==> src/rtl/config_pkg.sv <==
// Shared types for the operand collector: operand/opcode widths and the collector FSM states.
package config_pkg;

    localparam int unsigned DataWidth = 32;
    localparam int unsigned CodeWidth = 8;

    typedef logic [DataWidth-1:0] data_t;
    typedef logic [CodeWidth-1:0] code_t;

    typedef enum logic [1:0] {
        StCollect,
        StWaitOp,
        StPresent
    } state_t;

endpackage

==> src/rtl/opcoll_sat_cnt.sv <==
// Saturating event counter for the operand collector; only built with OPERAND_COLLECTOR_PERF_CNT_EN,
// so the default build carries no stray top-level module.
`ifdef OPERAND_COLLECTOR_PERF_CNT_EN
module opcoll_sat_cnt #(
    parameter int unsigned Width = 32
) (
    input  logic             clk_i,
    input  logic             arst_i,
    input  logic             inc_i,
    output logic [Width-1:0] count_o
);

    logic [Width-1:0] count_q, count_d;

    always_comb begin
        count_d = count_q;
        if (inc_i && (count_q != '1)) begin
            count_d = count_q + 1'b1;
        end
    end

    always_ff @(posedge clk_i or posedge arst_i) begin
        if (arst_i) begin
            count_q <= '0;
        end else begin
            count_q <= count_d;
        end
    end

    assign count_o = count_q;

endmodule
`endif

==> src/rtl/operand_collector.sv <==
// Gathers NUM_BEATS register-file read beats plus one opcode into an operand bundle.
// OPERAND_COLLECTOR_PERF_CNT_EN adds saturating bundle/stall counters.
module operand_collector
    import config_pkg::*;
#(
    parameter int unsigned NUM_BEATS = 4
) (
    input  logic                  clk_i,
    input  logic                  arst_i,
    input  logic                  rd_data_valid_i,
    input  data_t                 rd_data_i,
    output logic                  rd_data_ready_o,
    input  logic                  fifo_opcode_valid_i,
    input  code_t                 fifo_opcode_i,
    output logic                  fifo_opcode_ready_o,
    output logic                  op_valid_o,
    input  logic                  op_ready_i,
    output code_t                 op_code_o,
    output data_t [NUM_BEATS-1:0] op_data_o
`ifdef OPERAND_COLLECTOR_PERF_CNT_EN
    ,
    output logic [31:0]           bundle_cnt_o,
    output logic [31:0]           stall_cnt_o
`endif
);

    localparam int unsigned CntWidth = $clog2(NUM_BEATS) + 1;
    localparam logic [CntWidth-1:0] LastBeat = CntWidth'(NUM_BEATS - 1);

    state_t                state_q, state_d;
    logic [CntWidth-1:0]   beat_cnt_q, beat_cnt_d;
    logic                  op_seen_q, op_seen_d;
    code_t                 code_q, code_d;
    data_t [NUM_BEATS-1:0] data_q, data_d;
    logic                  beat_acc;
    logic                  opcode_acc;

    assign rd_data_ready_o     = (state_q == StCollect);
    assign fifo_opcode_ready_o = (state_q != StPresent) && !op_seen_q;
    assign op_valid_o          = (state_q == StPresent);

    assign beat_acc   = rd_data_valid_i & rd_data_ready_o;
    assign opcode_acc = fifo_opcode_valid_i & fifo_opcode_ready_o;

    always_comb begin
        state_d    = state_q;
        beat_cnt_d = beat_cnt_q;
        op_seen_d  = op_seen_q;
        code_d     = code_q;
        data_d     = data_q;

        if (opcode_acc) begin
            code_d    = fifo_opcode_i;
            op_seen_d = 1'b1;
        end

        unique case (state_q)
            StCollect: begin
                if (beat_acc) begin
                    for (int i = 0; i < NUM_BEATS; i++) begin
                        if (beat_cnt_q == CntWidth'(i)) begin
                            data_d[i] = rd_data_i;
                        end
                    end
                    // Counter parks at NUM_BEATS after the last beat; it is never a write index there.
                    beat_cnt_d = beat_cnt_q + 1'b1;
                    if (beat_cnt_q == LastBeat) begin
                        state_d = (op_seen_q || opcode_acc) ? StPresent : StWaitOp;
                    end
                end
            end
            StWaitOp: begin
                if (opcode_acc) begin
                    state_d = StPresent;
                end
            end
            StPresent: begin
                if (op_ready_i) begin
                    state_d    = StCollect;
                    beat_cnt_d = '0;
                    op_seen_d  = 1'b0;
                end
            end
            default: state_d = StCollect;
        endcase
    end

    always_ff @(posedge clk_i or posedge arst_i) begin
        if (arst_i) begin
            state_q    <= StCollect;
            beat_cnt_q <= '0;
            op_seen_q  <= 1'b0;
            code_q     <= '0;
            data_q     <= '0;
        end else begin
            state_q    <= state_d;
            beat_cnt_q <= beat_cnt_d;
            op_seen_q  <= op_seen_d;
            code_q     <= code_d;
            data_q     <= data_d;
        end
    end

    assign op_code_o = code_q;
    assign op_data_o = data_q;

`ifdef OPERAND_COLLECTOR_PERF_CNT_EN
    opcoll_sat_cnt #(
        .Width (32)
    ) u_bundle_cnt (
        .clk_i   (clk_i),
        .arst_i  (arst_i),
        .inc_i   (op_valid_o & op_ready_i),
        .count_o (bundle_cnt_o)
    );

    opcoll_sat_cnt #(
        .Width (32)
    ) u_stall_cnt (
        .clk_i   (clk_i),
        .arst_i  (arst_i),
        .inc_i   (op_valid_o & ~op_ready_i),
        .count_o (stall_cnt_o)
    );
`endif

endmodule
==> config.mk <==
export PLATFORM = sky130hd
export DESIGN_NAME = operand_collector
export DESIGN_NICKNAME = d
export VERILOG_FILES = /design/src/rtl/config_pkg.sv /design/src/rtl/opcoll_sat_cnt.sv /design/src/rtl/operand_collector.sv
export SDC_FILE = /design/constraint.sdc
export NUM_CORES = 1
export LEC_CHECK = 0
export ABC_AREA = 1
export CAP_MARGIN = 25
export CORE_ASPECT_RATIO = 0.5
export CORE_MARGIN = 1.5
export CORE_UTILIZATION = 35
export DETAILED_ROUTE_END_ITERATION = 8
export SYNTH_ARGS = -nofsm -noshare
export SYNTH_HDL_FRONTEND = slang
export SYNTH_SLANG_ARGS = --single-unit
==> constraint.sdc <==
create_clock -name clk_i -period 14.2 [get_ports clk_i]
set_clock_uncertainty 0.1 [all_clocks]
set_input_delay 2.84 -clock clk_i [delete_from_list [all_inputs] [get_ports clk_i]]
set_output_delay 2.84 -clock clk_i [all_outputs]
set_load 0.03 [all_outputs]
==> results of run 1 <==
cell usage after synthesis:
master / instances
nand2_1: 153
dfrtp_1: 142
o21ai_1: 76
inv_1: 41
o21ai_0: 33
o21ai_2: 23
buf_6: 16
nand3_1: 10
ha_1: 5
buf_4: 3
clkbuf_2: 3
nand3_4: 3
buf_2: 2
nand2_4: 2
nor2_1: 2
a22oi_1: 1
a31oi_1: 1
clkbuf_1: 1
clkinv_1: 1
inv_8: 1
nand3_2: 1
nor2_2: 1
nor2_4: 1
o22ai_1: 1
cell type report:
type | instances | area (um2) | share of cell area
clock buffer | 22 | 464 | 0.0579
inverter | 43 | 174 | 0.0217
sequential | 142 | 3550 | 0.443
clock inverter | 9 | 136 | 0.0170
timing repair buffer | 185 | 1870 | 0.233
tap | 204 | 255 | 0.0319
multi-input combinational | 313 | 1560 | 0.195
stage by stage:
stage	hold slack, ns	instances
floorplan	0.480	523
CTS	0.380	917
finish	0.379	918
global placement	0.365	886
global route	0.405	918
detailed placement	0.367	886
registers in the layout, summed over array words and instances (netlist names):
name and cells:
op_seen_q 1, beat_cnt_q 3, op_data_o 128, op_code_o 8
state_q 2
worst max-delay path by stage:
stage	to	slack [ns]	cells after the start
3_3_place_gp	op_data_o[125]$_DFFE_PP0P_	9.25	3
6_report	fifo_opcode_ready_o	9.20	4
2_1_floorplan	beat_cnt_q[0]$_DFFE_PP0P_	7.45	1
5_1_grt	fifo_opcode_ready_o	9.12	4
3_5_place_dp	op_data_o[29]$_DFFE_PP0P_	9.25	3
4_1_cts	fifo_opcode_ready_o	9.20	4
where the power goes:
group	switching, mW	internal (mW)	leakage, nW
Sequential	0.103	0.588	1.79
Combinational	0.635	0.416	1.64
Clock	0.167	0.286	0.286
cell families after synthesis:
logic type | synth area share
AND/OR/NAND/NOR | 0.133
flip-flops | 0.644
AO/OA/AOI/OAI | 0.139
buffers and inverters | 0.0726
adder cells (fa/ha/maj) | 0.0113
critical path, stage by stage (launching register included):
cell             delay [ns]
dfrtp_1                0.44
inv_1                  0.08
nor2_1                 0.08
nor2_2                 0.32
clkdlybuf4s50_1        0.75
routing by layer:
metal	wire, um	part of all wire	GRT usage	up-vias
met5	0	0	0	-
met2	6570	0.50	0.276	84
met4	163	0.012	0.0602	0
met3	459	0.035	0.0346	12
li1	-	-	-	2051
met1	6060	0.46	0.215	1979
==> metrics.txt, run 1 <==
syn nets 573; Lkg Pwr 3.71 nW; crit path launch state_q[1]$_DFFE_PP0P_; Seq/Total Area, Yosys 0.644; Power Density roughly 270 mW/mm2; hold crit path type reg -> reg; die width around 180 um; routed len/inst 14.4 um; cells after synthesis 523; Slew @ Worst Pin 0.801 ns; total grt overflow 0; hold path cells 2; RSZ-0062 raised after global routing no; top cell type's share of synthesized area 0.644; Critical Path Fanout Max 9; row count 32; CTS Hold Bufs 0; drt drc 0; first-pass GRT wire length 21600 um; Synth cell types 24; First-pass DRT Iterations 4; post-CTS sizing 0; Routed WL 13200 um; status finished clean; area grow syn2layout 45.2%; leading area contributor after synthesis dfrtp_1; # IOs about 180; most frequent cells in the layout clkdlybuf4s50_1 (183), nand2_1 (153), dfrtp_1 (142), o21ai_1 (76), inv_1 (40); Antenna Nets Post-Route 0; die area between 0.015 and 0.02 mm2; min-delay src op_data_o[72]$_DFFE_PP0P_; Setup Buffers After CTS 0; Seq cells post-synth ~140; WS Path Type reg -> out; CTS Buf Count 17; share of cells above drive strength 1 0.0882; Hold Crit Endpoint op_data_o[72]$_DFFE_PP0P_; number of port buffers 183; Synth Warn # 0; Startpoint Class flip-flop; Skew-Pair Late Insertion Delay 0.40 ns; Final Cycle Share 0.352; worst slack, placed 9.25 ns; final instance area between 0.008 and 0.009 mm2; dpl cell area 0.00739 mm2; Initial Util 0.358; number of fill cells 1436; Required @ worst endpoint 11.26 ns; reg2reg path depth 6; Data arrival, critical path between 2 and 2.5 ns; fin crit period 5.00 ns; commonest non-fill, non-tap cell in the layout clkdlybuf4s50_1; Slew Viols, Final 0; max capacitance violation total 0; Max IR drop VDD 0.108 mV; Core Region 0.0154 mm2; setup ws final 9.20 ns; via density per instance approximately 4.5; number of global-route vias before repair 4073; Setup Viol. Count Final 0; Worst-path clk slew roughly 0.060 ns; post-route core utilization 0.520; Setup crit end kind output pin; # diodes 0; initial antenna violation count 0; Hold Vio Cnt, Final 0; worst flop-to-flop path endpoint op_data_o[12]$_DFFE_PP0P_; # nets final 752; GPL Wtd Cong 0.717; setup TNS 0 ns; hpwl dp 8810 um; synthesized area between 0.005 and 0.006 mm2; Tot Pwr 2.19 mW; H-tree depth 4; Avg Synthesized Cell Area around 11 um2; Die Y 91.8 um; highest clock rate 200 MHz; reg2reg setup slack around 12 ns; via count 4126; Root Driver clkbuf_16; TritonCTS clock tree built; global-route usage over all layers 0.166; largest net degree at the start of global routing 77; Area contributors post-synth dfrtp_1 (64%), nand2_1 (10%), o21ai_1 (6.9%), o21ai_2 (3.7%), buf_6 (3.3%); clock sink total 142; drt initial violations 195; Slew HR 0.466; CTS max path bufs 2; r2r startpoint state_q[1]$_DFFE_PP0P_
Note: power is estimated with default switching activity, not from simulation.
==> inputs of run 2 (changes only) <==
--- a/config.mk
+++ b/config.mk
@@ -11,6 +11,7 @@
 export CORE_MARGIN = 1.5
 export CORE_UTILIZATION = 35
 export DETAILED_ROUTE_END_ITERATION = 8
+export PLACE_DENSITY = 0.66
 export SYNTH_ARGS = -nofsm -noshare
 export SYNTH_HDL_FRONTEND = slang
 export SYNTH_SLANG_ARGS = --single-unit
==> constraint.sdc (replaced) <==
create_clock -name clk_i -period 4.2 [get_ports clk_i]
set_clock_uncertainty 0.1 [all_clocks]
set_input_delay 0.84 -clock clk_i [delete_from_list [all_inputs] [get_ports clk_i]]
set_output_delay 0.84 -clock clk_i [all_outputs]
set_load 0.03 [all_outputs]
==> metrics.txt, run 2 (synthesized netlist as in run 1, its figures left out) <==
Top Layer Used met4 (unchanged); number of fill cells 1406 (was 1436); share of cells above drive strength 1 0.0923 (was 0.0882); max capacitance violation total 0 (unchanged); Core Region 0.0154 mm2 (unchanged); CTS Hold Bufs 0 (unchanged); GPL Wtd Cong 0.748 (was 0.717); WL met3 420 um (was 459 um); Setup Viol. Count Final 0 (unchanged); CTS Buf Count 17 (unchanged); # IOs 184 (unchanged); largest net degree at the start of global routing 66 (was 77); hold crit path type reg -> reg (unchanged); CTS max path bufs 2 (unchanged); Die Y 91.8 um (unchanged); Slew @ Worst Pin 0.811 ns (was 0.801 ns); Power Density 922 mW/mm2 (was 274 mW/mm2); Post-Place Cells 887 (was 886); highest clock rate 332 MHz; Lkg Pwr 3.70 nW (was 3.71 nW); # diodes 0 (unchanged); initial antenna violation count 0 (unchanged); worst slack, placed 1.45 ns (was 9.25 ns); met2 WL post-DR 6690 um (was 6570 um); Reg area 0.00355 mm2 (unchanged); Startpoint Class flip-flop (unchanged); Final Cycle Share 0.718; Required @ worst endpoint 3.26 ns (was 11.26 ns); Slew HR 0.458 (was 0.466); reg2reg path depth 6 (unchanged); Setup crit end kind output pin (unchanged); most frequent cells in the layout clkdlybuf4s50_1 (183), nand2_1 (153), dfrtp_1 (142), o21ai_1 (76), inv_1 (40) (unchanged); WS Path Type reg -> out (unchanged); wl on met1 6070 um (was 6060 um); Antenna Nets Post-Route 0 (unchanged); area grow syn2layout 45.0% (was 45.2%); number of port buffers 183 (unchanged); H-tree depth 4 (unchanged); Slew Viols, Final 0 (unchanged); Root Driver clkbuf_16 (unchanged); via density per instance 4.41 (was 4.49); crit path launch state_q[1]$_DFFE_PP0P_ (unchanged); post-CTS sizing 0 (unchanged); Critical Path Fanout Max 9 (unchanged); Largest register FFs 128 (unchanged); worst path cell trace inv_1, nor2_1, nor2_2, clkdlybuf4s50_1 (unchanged); Worst-path clk slew 0.06 ns (about the same); r2r startpoint state_q[1]$_DFFE_PP0P_ (unchanged); reg2reg setup slack 2.25 ns (was 12.19 ns); Hold Vio Cnt, Final 0 (unchanged); setup TNS 0 ns (unchanged); setup ws final 1.18 ns (was 9.20 ns); clock sink total 142 (unchanged); Tot Pwr 7.38 mW (was 2.19 mW); total grt overflow 0 (unchanged); Skew-Pair Late Insertion Delay 0.40 ns (about the same); die width 181 um (unchanged); slowest stage delay, CP 0.75 ns (about the same); routed len/inst 14.5 um (was 14.4 um); drt initial violations 211 (was 195); Data arrival, critical path 2.08 ns (was 2.06 ns); First-pass DRT Iterations 4 (unchanged); Setup Buffers After CTS 0 (unchanged); commonest non-fill, non-tap cell in the layout clkdlybuf4s50_1 (unchanged); crit path to fifo_opcode_ready_o (unchanged); area of the multi-input gates 0.00156 mm2 (unchanged); RSZ-0062 raised after global routing no (unchanged); Initial Util 0.358 (unchanged); global-route usage over all layers 0.166 (about the same); TritonCTS clock tree built (unchanged); drt drc 0 (unchanged); # nets final 752 (unchanged); fin crit period 3.02 ns; status finished clean (unchanged); hpwl dp 9240 um (was 8810 um); Max IR drop VDD 0.330 mV (was 0.108 mV); worst flop-to-flop path endpoint op_data_o[67]$_DFFE_PP0P_ (was op_data_o[12]$_DFFE_PP0P_); die area 0.0166 mm2 (unchanged); Routed WL 13300 um (was 13200 um); via count 4051 (was 4126); CP max-delay cell clkdlybuf4s50_1 (unchanged); number of global-route vias before repair 3907 (was 4073); Non-Filler Instances 919 (was 918); row count 32 (unchanged); first-pass GRT wire length 21400 um (was 21600 um)
[run 2: cell type report]
cell class                 instances  area share
clock buffer                      19      0.0554
multi-input combinational        313       0.195
inverter                          43      0.0216
clock inverter                    13      0.0175
tap                              204      0.0319
sequential                       142       0.444
timing repair buffer             185       0.234
[run 2: per-stage QoR]
step	hold slack [ns]	cell area (um2)	utilization
3_5_place_dp	0.368	7420	0.481
2_1_floorplan	0.480	5520	-
6_report	0.377	8000	0.519
3_3_place_gp	0.364	7420	0.481
4_1_cts	0.381	8000	0.519
5_1_grt	0.406	8000	0.519
[run 2: routing by layer]
| metal | vias up | GRT usage |
|---|---|---|
| met1 | 1917 | 0.215 |
| met3 | 13 | 0.0365 |
| met2 | 67 | 0.278 |
| met5 | - | 0 |
| li1 | 2054 | - |
| met4 | 0 | 0.0588 |
[run 2: critical path, delay by kind of cell (launching register included)]
family / cells / cell delay [ns]
buffers and inverters: 2 / 0.83
flip-flops: 1 / 0.44
AND/OR/NAND/NOR: 2 / 0.39
[run 2: worst min-delay path by stage]
stage                          startpoint                          to  slack (ns)  cells past startpoint
2_1_floorplan   beat_cnt_q[1]$_DFFE_PP0P_   beat_cnt_q[1]$_DFFE_PP0P_        0.48                      2
3_3_place_gp     op_code_o[5]$_DFFE_PP0P_    op_code_o[5]$_DFFE_PP0P_        0.36                      2
3_5_place_dp    op_data_o[63]$_DFFE_PP0P_   op_data_o[63]$_DFFE_PP0P_        0.37                      2
4_1_cts         op_data_o[63]$_DFFE_PP0P_   op_data_o[63]$_DFFE_PP0P_        0.38                      2
5_1_grt        op_data_o[127]$_DFFE_PP0P_  op_data_o[127]$_DFFE_PP0P_        0.41                      2
6_report        op_data_o[63]$_DFFE_PP0P_   op_data_o[63]$_DFFE_PP0P_        0.38                      2
[run 2: power breakdown]
part           internal, mW  switching, mW
sequential             1.99          0.337
clock                 0.892          0.579
combinational          1.41           2.17
